[src/rtl/mule_issue_arbiter.sv]
// ---------------------------------------------------------------------------
// mule_issue_arbiter
//
// Purpose:
//    Shares the single multi-cycle MULE execution unit between the two issue
//    pipes. Grants one request at a time in round-robin order, captures the
//    operands, and drives the unit start handshake. It then waits for
//    completion and returns the result to writeback, together with the
//    destination register and the originating pipe. The block also handles
//    pipeline flush and a completion watchdog.
//
// Parameters:
//    TIMEOUT_CYCLES  cycles spent in WAIT/DRAIN without mule_done_i before
//                    the operation is aborted.
//
// Optional feature:
//    MULE_ARB_PERF_EN  when defined, instantiates the completed-op and
//                      busy-cycle counters. When undefined, both perf
//                      outputs are tied to 0.
//
// Ports:
//    clk_i, rst_i                    clock, synchronous active-high reset
//    req{0,1}_valid_i/ra_i/rb_i/rd_idx_i   per-pipe request
//    req{0,1}_accept_o               request taken this cycle (combinational)
//    flush_i                         discard pending / in-flight operation
//    mule_valid_o/ra_o/rb_o          start request + latched operands
//    mule_accept_i                   unit accepted start
//    mule_done_i/value_i             one-cycle completion pulse + result
//    wb_valid_o/pipe_o/rd_idx_o/value_o    writeback pulse and payload
//    busy_o                          state != IDLE
//    error_o                         one-cycle pulse on watchdog abort
//    perf_ops_o, perf_cycles_o       performance counters
// ---------------------------------------------------------------------------
module mule_issue_arbiter #(
   parameter int unsigned TIMEOUT_CYCLES = 64
) (
   input  logic        clk_i,
   input  logic        rst_i,
   input  logic        req0_valid_i,
   input  logic [31:0] req0_ra_i,
   input  logic [31:0] req0_rb_i,
   input  logic [4:0]  req0_rd_idx_i,
   output logic        req0_accept_o,
   input  logic        req1_valid_i,
   input  logic [31:0] req1_ra_i,
   input  logic [31:0] req1_rb_i,
   input  logic [4:0]  req1_rd_idx_i,
   output logic        req1_accept_o,
   input  logic        flush_i,
   output logic        mule_valid_o,
   output logic [31:0] mule_ra_o,
   output logic [31:0] mule_rb_o,
   input  logic        mule_accept_i,
   input  logic        mule_done_i,
   input  logic [31:0] mule_value_i,
   output logic        wb_valid_o,
   output logic        wb_pipe_o,
   output logic [4:0]  wb_rd_idx_o,
   output logic [31:0] wb_value_o,
   output logic        busy_o,
   output logic        error_o,
   output logic [31:0] perf_ops_o,
   output logic [31:0] perf_cycles_o
);

   typedef enum logic [1:0] {
      S_IDLE  = 2'd0,
      S_ISSUE = 2'd1,
      S_WAIT  = 2'd2,
      S_DRAIN = 2'd3
   } state_t;

   localparam logic [31:0] TIMEOUT_W = 32'(TIMEOUT_CYCLES);

   state_t      state_q, state_d;
   logic        last_q, last_d;
   logic [31:0] ra_q, ra_d;
   logic [31:0] rb_q, rb_d;
   logic [4:0]  rd_q, rd_d;
   logic        pipe_q, pipe_d;
   logic        mule_valid_q, mule_valid_d;
   logic [31:0] wd_q, wd_d;
   logic        wb_valid_q, wb_valid_d;
   logic        wb_pipe_q, wb_pipe_d;
   logic [4:0]  wb_rd_q, wb_rd_d;
   logic [31:0] wb_value_q, wb_value_d;
   logic        error_q, error_d;

   logic        grant_any;
   logic        grant_pipe;
   logic [31:0] wd_inc;
   logic        wd_expire;

   // Arbitration: with both pipes requesting, the pipe not granted last
   // wins. With one pipe requesting, that pipe wins.
   always_comb begin
      grant_any  = (state_q == S_IDLE) && !flush_i && (req0_valid_i || req1_valid_i);
      grant_pipe = (req0_valid_i && req1_valid_i) ? ~last_q : req1_valid_i;
   end

   assign req0_accept_o = grant_any && !grant_pipe;
   assign req1_accept_o = grant_any &&  grant_pipe;

   // The abort fires on the cycle whose increment would reach the limit.
   // As a result, error_o appears exactly TIMEOUT_CYCLES cycles after WAIT entry.
   assign wd_inc    = wd_q + 32'd1;
   assign wd_expire = (wd_inc == TIMEOUT_W);

   always_comb begin
      state_d    = state_q;
      last_d     = last_q;
      ra_d       = ra_q;
      rb_d       = rb_q;
      rd_d       = rd_q;
      pipe_d     = pipe_q;
      wd_d       = 32'd0;
      wb_valid_d = 1'b0;
      wb_pipe_d  = wb_pipe_q;
      wb_rd_d    = wb_rd_q;
      wb_value_d = wb_value_q;
      error_d    = 1'b0;

      case (state_q)
         S_IDLE: begin
            if (grant_any) begin
               ra_d    = grant_pipe ? req1_ra_i     : req0_ra_i;
               rb_d    = grant_pipe ? req1_rb_i     : req0_rb_i;
               rd_d    = grant_pipe ? req1_rd_idx_i : req0_rd_idx_i;
               pipe_d  = grant_pipe;
               last_d  = grant_pipe;
               state_d = S_ISSUE;
            end
         end
         S_ISSUE: begin
            // A flush here cancels the operation before the unit has taken
            // it. The flush wins even if the unit accepts in the same cycle.
            if (flush_i) begin
               state_d = S_IDLE;
            end else if (mule_accept_i) begin
               state_d = S_WAIT;
            end
         end
         S_WAIT: begin
            wd_d = wd_inc;
            if (mule_done_i && flush_i) begin
               state_d = S_IDLE;
            end else if (mule_done_i) begin
               wb_valid_d = 1'b1;
               wb_pipe_d  = pipe_q;
               wb_rd_d    = rd_q;
               wb_value_d = mule_value_i;
               state_d    = S_IDLE;
            end else if (wd_expire) begin
               error_d = 1'b1;
               state_d = S_IDLE;
            end else if (flush_i) begin
               state_d = S_DRAIN;
            end
         end
         S_DRAIN: begin
            // The unit is still busy with a flushed op. Swallow its result.
            wd_d = wd_inc;
            if (mule_done_i) begin
               state_d = S_IDLE;
            end else if (wd_expire) begin
               error_d = 1'b1;
               state_d = S_IDLE;
            end
         end
         default: begin
            state_d = S_IDLE;
         end
      endcase

      mule_valid_d = (state_d == S_ISSUE);
   end

   always_ff @(posedge clk_i) begin
      if (rst_i) begin
         state_q      <= S_IDLE;
         last_q       <= 1'b1;
         ra_q         <= 32'd0;
         rb_q         <= 32'd0;
         rd_q         <= 5'd0;
         pipe_q       <= 1'b0;
         mule_valid_q <= 1'b0;
         wd_q         <= 32'd0;
         wb_valid_q   <= 1'b0;
         wb_pipe_q    <= 1'b0;
         wb_rd_q      <= 5'd0;
         wb_value_q   <= 32'd0;
         error_q      <= 1'b0;
      end else begin
         state_q      <= state_d;
         last_q       <= last_d;
         ra_q         <= ra_d;
         rb_q         <= rb_d;
         rd_q         <= rd_d;
         pipe_q       <= pipe_d;
         mule_valid_q <= mule_valid_d;
         wd_q         <= wd_d;
         wb_valid_q   <= wb_valid_d;
         wb_pipe_q    <= wb_pipe_d;
         wb_rd_q      <= wb_rd_d;
         wb_value_q   <= wb_value_d;
         error_q      <= error_d;
      end
   end

   assign mule_valid_o = mule_valid_q;
   assign mule_ra_o    = ra_q;
   assign mule_rb_o    = rb_q;
   assign wb_valid_o   = wb_valid_q;
   assign wb_pipe_o    = wb_pipe_q;
   assign wb_rd_idx_o  = wb_rd_q;
   assign wb_value_o   = wb_value_q;
   assign busy_o       = (state_q != S_IDLE);
   assign error_o      = error_q;

`ifdef MULE_ARB_PERF_EN
   logic [31:0] perf_ops_q, perf_ops_d;
   logic [31:0] perf_cycles_q, perf_cycles_d;

   // Both counters wrap naturally at 2^32.
   always_comb begin
      perf_ops_d    = perf_ops_q    + {31'd0, wb_valid_q};
      perf_cycles_d = perf_cycles_q + {31'd0, busy_o};
   end

   always_ff @(posedge clk_i) begin
      if (rst_i) begin
         perf_ops_q    <= 32'd0;
         perf_cycles_q <= 32'd0;
      end else begin
         perf_ops_q    <= perf_ops_d;
         perf_cycles_q <= perf_cycles_d;
      end
   end

   assign perf_ops_o    = perf_ops_q;
   assign perf_cycles_o = perf_cycles_q;
`else
   assign perf_ops_o    = 32'd0;
   assign perf_cycles_o = 32'd0;
`endif

endmodule

[config.mk]
export PLATFORM = sky130hd
export DESIGN_NAME = mule_issue_arbiter
export DESIGN_NICKNAME = d
export VERILOG_FILES = /design/src/rtl/mule_issue_arbiter.sv
export SDC_FILE = /design/constraint.sdc
export NUM_CORES = 1
export LEC_CHECK = 0
export CORE_AREA = 4 4 135 137
export DETAILED_ROUTE_END_ITERATION = 10
export DIE_AREA = 0 0 139 141
export GPL_TIMING_DRIVEN = 0
export PLACE_DENSITY_LB_ADDON = 0.25
export SLEW_MARGIN = 20
export SYNTH_ARGS = -nofsm -noshare
export SYNTH_HDL_FRONTEND = slang
export SYNTH_SLANG_ARGS = --single-unit
[constraint.sdc]
create_clock -name clk_i -period 5.55 [get_ports clk_i]
set_input_delay 1.11 -clock clk_i [delete_from_list [all_inputs] [get_ports clk_i]]
set_output_delay 1.11 -clock clk_i [all_outputs]
set_load 0.01 [all_outputs]
==> results of run 1 <==
[layout make-up]
class,count,area [µm²],share of cell area
Antenna cell,6,15.0,0.00146
Tap cell,225,282,0.0274
Timing Repair Buffer,284,2840,0.276
Inverter,4,15.0,0.00146
Clock inverter,12,130,0.0126
Sequential cell,146,2920,0.284
Buffer,122,713,0.0693
Multi-Input combinational cell,514,2910,0.283
Clock buffer,20,457,0.0444
[how the worst max path moves through the flow]
| stage | to | slack [ns] | cells past startpoint |
|---|---|---|---|
| after CTS | req0_accept_o | 0.40 | 6 |
| after global placement | req0_accept_o | 0.42 | 6 |
| after floorplan | req0_accept_o | 2.34 | 4 |
| final | req0_accept_o | 0.46 | 6 |
| after detailed placement | req0_accept_o | 0.42 | 6 |
| after global routing | req0_accept_o | 0.20 | 6 |
[critical path: stages]
cell                              delay (ns)
sky130_fd_sc_hd__clkdlybuf4s50_1        0.44
sky130_fd_sc_hd__nor2_1                 0.31
sky130_fd_sc_hd__o21ai_1                0.35
sky130_fd_sc_hd__a21oi_1                0.63
sky130_fd_sc_hd__clkbuf_1               0.47
sky130_fd_sc_hd__clkdlybuf4s50_1        0.67
[through the flow]
stage / hold slack, ns / std cells
global route: 0.470 / 1332
detailed placement: 0.444 / 1295
finish: 0.451 / 1333
global placement: 0.441 / 1295
CTS: 0.453 / 1327
floorplan: 0.431 / 786
[power groups by stage]
| stage | Combinational, µW | Sequential (µW) | Clock [µW] |
|---|---|---|---|
| 2_1_floorplan | 161 | 1150 | 0 |
| 3_3_place_gp | 419 | 1130 | 0 |
| 3_5_place_dp | 421 | 1130 | 0 |
| 4_1_cts | 424 | 1110 | 1160 |
| 5_1_grt | 455 | 1120 | 1210 |
| 6_report | 424 | 1110 | 1140 |
[sequential cells by signal, summed over array words and instances, names as in the netlist, 2 cells and up]
name	cells
rd_q	5
mule_rb_o	32
mule_ra_o	32
state_q	2
wd_q	32
wb_value_o	32
wb_rd_idx_o	5
[synth_stat cells (all sizes together), types with 2 or more instances]
cell,instances,area [µm²]
a211oi,2,15.0
a222oi,69,691
nor4b,2,17.5
o21ai,8,40.0
a211o,3,26.3
dfxtp,146,2920
xor2,14,123
nand2b,2,12.5
nor2,112,420
nor3,11,71.3
nor3b,2,20.0
and4b,2,20.0
nor4,8,71.3
clkbuf,49,184
a31oi,3,18.8
a21oi,43,215
and3,8,50.1
nand3,14,70.1
xnor2,16,140
and4,3,27.5
or3,3,18.8
or2,3,18.8
inv,4,15.0
nor2b,2,12.5
nand4,11,75.1
nand2,92,345
nand3b,2,15.0
buf,73,529
[metal layers]
| metal | routed length, µm | share of wire | global-route usage | vias to the layer above |
|---|---|---|---|---|
| met2 | 12200 | 0.52 | 0.400 | 232 |
| met1 | 8320 | 0.36 | 0.240 | 3038 |
| met3 | 2340 | 0.10 | 0.108 | 32 |
| met5 | 19 | 0.00081 | 0 | - |
| li1 | - | - | - | 3219 |
| met4 | 522 | 0.022 | 0.0793 | 2 |
[kinds of logic (layout without fill, tap and decap cells)]
group | after synthesis | count (layout) | synth area share
compound gates | 139 | 139 | 0.175
simple gates | 280 | 280 | 0.204
fa+ha+maj | 1 | 1 | 0.00198
buf+inv | 126 | 442 | 0.115
xor+xnor | 30 | 30 | 0.0415
other cells | 1 | 70 | 0.000593
flops | 146 | 146 | 0.462
==> reports/qor.log, run 1 <==
qor: timing.setup_ws 0.465 ns
qor: pwr.sequentialPowerShare 0.416
qor: hold_path.hold_path_depth 2
qor: timing.post-route-min-period 5.09 ns
qor: hold_path.holdPathEnd wb_value_o[2]
qor: clocking.clk_path_buf_depth 2
qor: critical_path.worst-endpoint-arrival 3.98 ns
qor: grt.grt_pass1_vias 6368
qor: status.status complete, no violations
qor: floorplan.fp.dieH 141 µm
qor: clocking.postCtsSetupBuffers 0
qor: critical_path.crit_required 4.44 ns
qor: floorplan.io_pins 349
qor: clocking.cts_tree done
qor: grt.gr-total-overflow 0
qor: place.gpl.final_weighted_congestion 0.887
qor: critical_path.worst_setup_path_startpoint flush_i
qor: floorplan.area_of_the_die 19600 µm²
qor: final_layout.final_common_cell sky130_fd_sc_hd__clkdlybuf4s50_1
qor: final_layout.drive_gt1_frac 0.104
qor: timing.final.period_utilization 0.916
qor: pwr.netSwitchingFraction 0.241
qor: drt.drt-initial-drc-count 543
qor: grt.grt_antenna_before_repair 6
qor: grt.pin_count_of_the_biggest_net_entering_global_routing 17
qor: logic_synthesis.ys_async_sr_fraction 0
qor: clocking.clock_sink_count 146
qor: logic_synthesis.synth-warning-count 0
qor: logic_synthesis.synth.yosys.seq_area_share 0.462
qor: grt.grtUsageTotal 0.228
qor: pwr.power_density 260 nW/µm²
qor: timing.timing_max_transition_violations_final 0
qor: critical_path.cp-start-kind input port
qor: grt.wire_length_of_the_first_global_routing_pass 34.9 mm
qor: hold_path.timing.hold.worst.start wb_value_o[2]
qor: final_layout.final_nets 1267
qor: clocking.cts_clk_pin_slew_worst_paths 0.06 ns
qor: final_layout.n_fill_cell 1547
qor: critical_path.r2r_end error_o
qor: logic_synthesis.synth_area 6330 µm²
qor: timing.setup_tns 0 ns
qor: clocking.clock-root-buffer sky130_fd_sc_hd__clkbuf_16
qor: logic_synthesis.post_synth_num_cell_types 55
qor: drt.detail-route-antenna-nets 0
qor: place.portbufs 284
qor: timing.grt_setup_unrepaired false
qor: timing.clock_tree_skew_after_final_layout 0.00705 ns
qor: timing.setup_viol 0
qor: logic_synthesis.netlist_instances 723
qor: critical_path.r2r.worst_path.cells 8
qor: drt.routed_wl 23.4 mm
qor: clocking.cts-htree-levels 4
qor: critical_path.timing.critical_path.fanout_max 10
qor: logic_synthesis.dominantRegCellSynth sky130_fd_sc_hd__dfxtp_1
qor: logic_synthesis.syn_avg_cell_area 8.75 µm²
qor: timing.slew_headroom 0.432
qor: logic_synthesis.ys_ff_latch 146
qor: timing.timing_worst_slew_pin_value 0.845 ns
qor: final_layout.final_design_area_no_fill 10300 µm²
qor: floorplan.placement_rows 48
qor: final_layout.flow.area_growth_from_synthesis 62.6%
qor: timing.hold_viol_final 0
qor: clocking.clk-insertion-delay-late 0.42 ns
qor: timing.achievable-frequency 197 MHz
qor: floorplan.initial_core_utilization 0.371
qor: place.postPlaceCellArea 9690 µm²
qor: hold_path.timing.hold.worst.class flop to flop
qor: pwr.leakagePower 0.00388 µW
qor: pwr.internal_power 2030 µW
qor: critical_path.worst-r2r-setup-slack 2.56 ns
qor: floorplan.placeableCoreArea 17100 µm²
qor: clocking.cts-hold-fix-buffers 0
qor: pwr.switching_power 645 µW
qor: drt.drt_pass1_iterations 7
qor: pwr.max-vdd-ir-drop 232 µV
qor: logic_synthesis.synth-edff-count 0
qor: clocking.cts.repair.resized 0
qor: clocking.numCtsBuffers 17
qor: drt.avgViaCountPerCell 4.89
qor: drt.number_of_vias_after_detailed_routing 6523
qor: pwr.total_power 2670 µW
qor: drt.drc_errors 0
qor: flow_run.drv_cap 0
qor: place.dpl_worst_slack 0.416 ns
qor: final_layout.layout_common_cells sky130_fd_sc_hd__clkdlybuf4s50_1, sky130_fd_sc_hd__dfxtp_1, sky130_fd_sc_hd__nor2_1
qor: critical_path.critical_path.reg2reg.startpoint wd_q[0]
qor: final_layout.final_core_util 0.603
qor: floorplan.die_w 139 µm
qor: pwr.part_of_the_power_in_combinational_logic 0.159
qor: critical_path.endpoint_kind primary output
qor: pwr.fraction_of_power_consumed_by_the_clock_network 0.425
qor: drt.drt-wirelength-per-cell 17.6 µm
qor: critical_path.criticalPathCategory input port to primary output
qor: place.dp_hpwl 18.1 mm
No activity file was read; power rests on OpenSTA's default activity.
==> inputs of run 2 (changes only) <==
--- a/config.mk
+++ b/config.mk
@@ -10,6 +10,7 @@
 export DIE_AREA = 0 0 139 141
 export GPL_TIMING_DRIVEN = 0
 export PLACE_DENSITY_LB_ADDON = 0.25
+export SKIP_LAST_GASP = 1
 export SLEW_MARGIN = 20
 export SYNTH_ARGS = -nofsm -noshare
 export SYNTH_HDL_FRONTEND = slang
==> results of run 2 <==
Same layout as run 1: the final DEF is identical, and so are final timing and power.
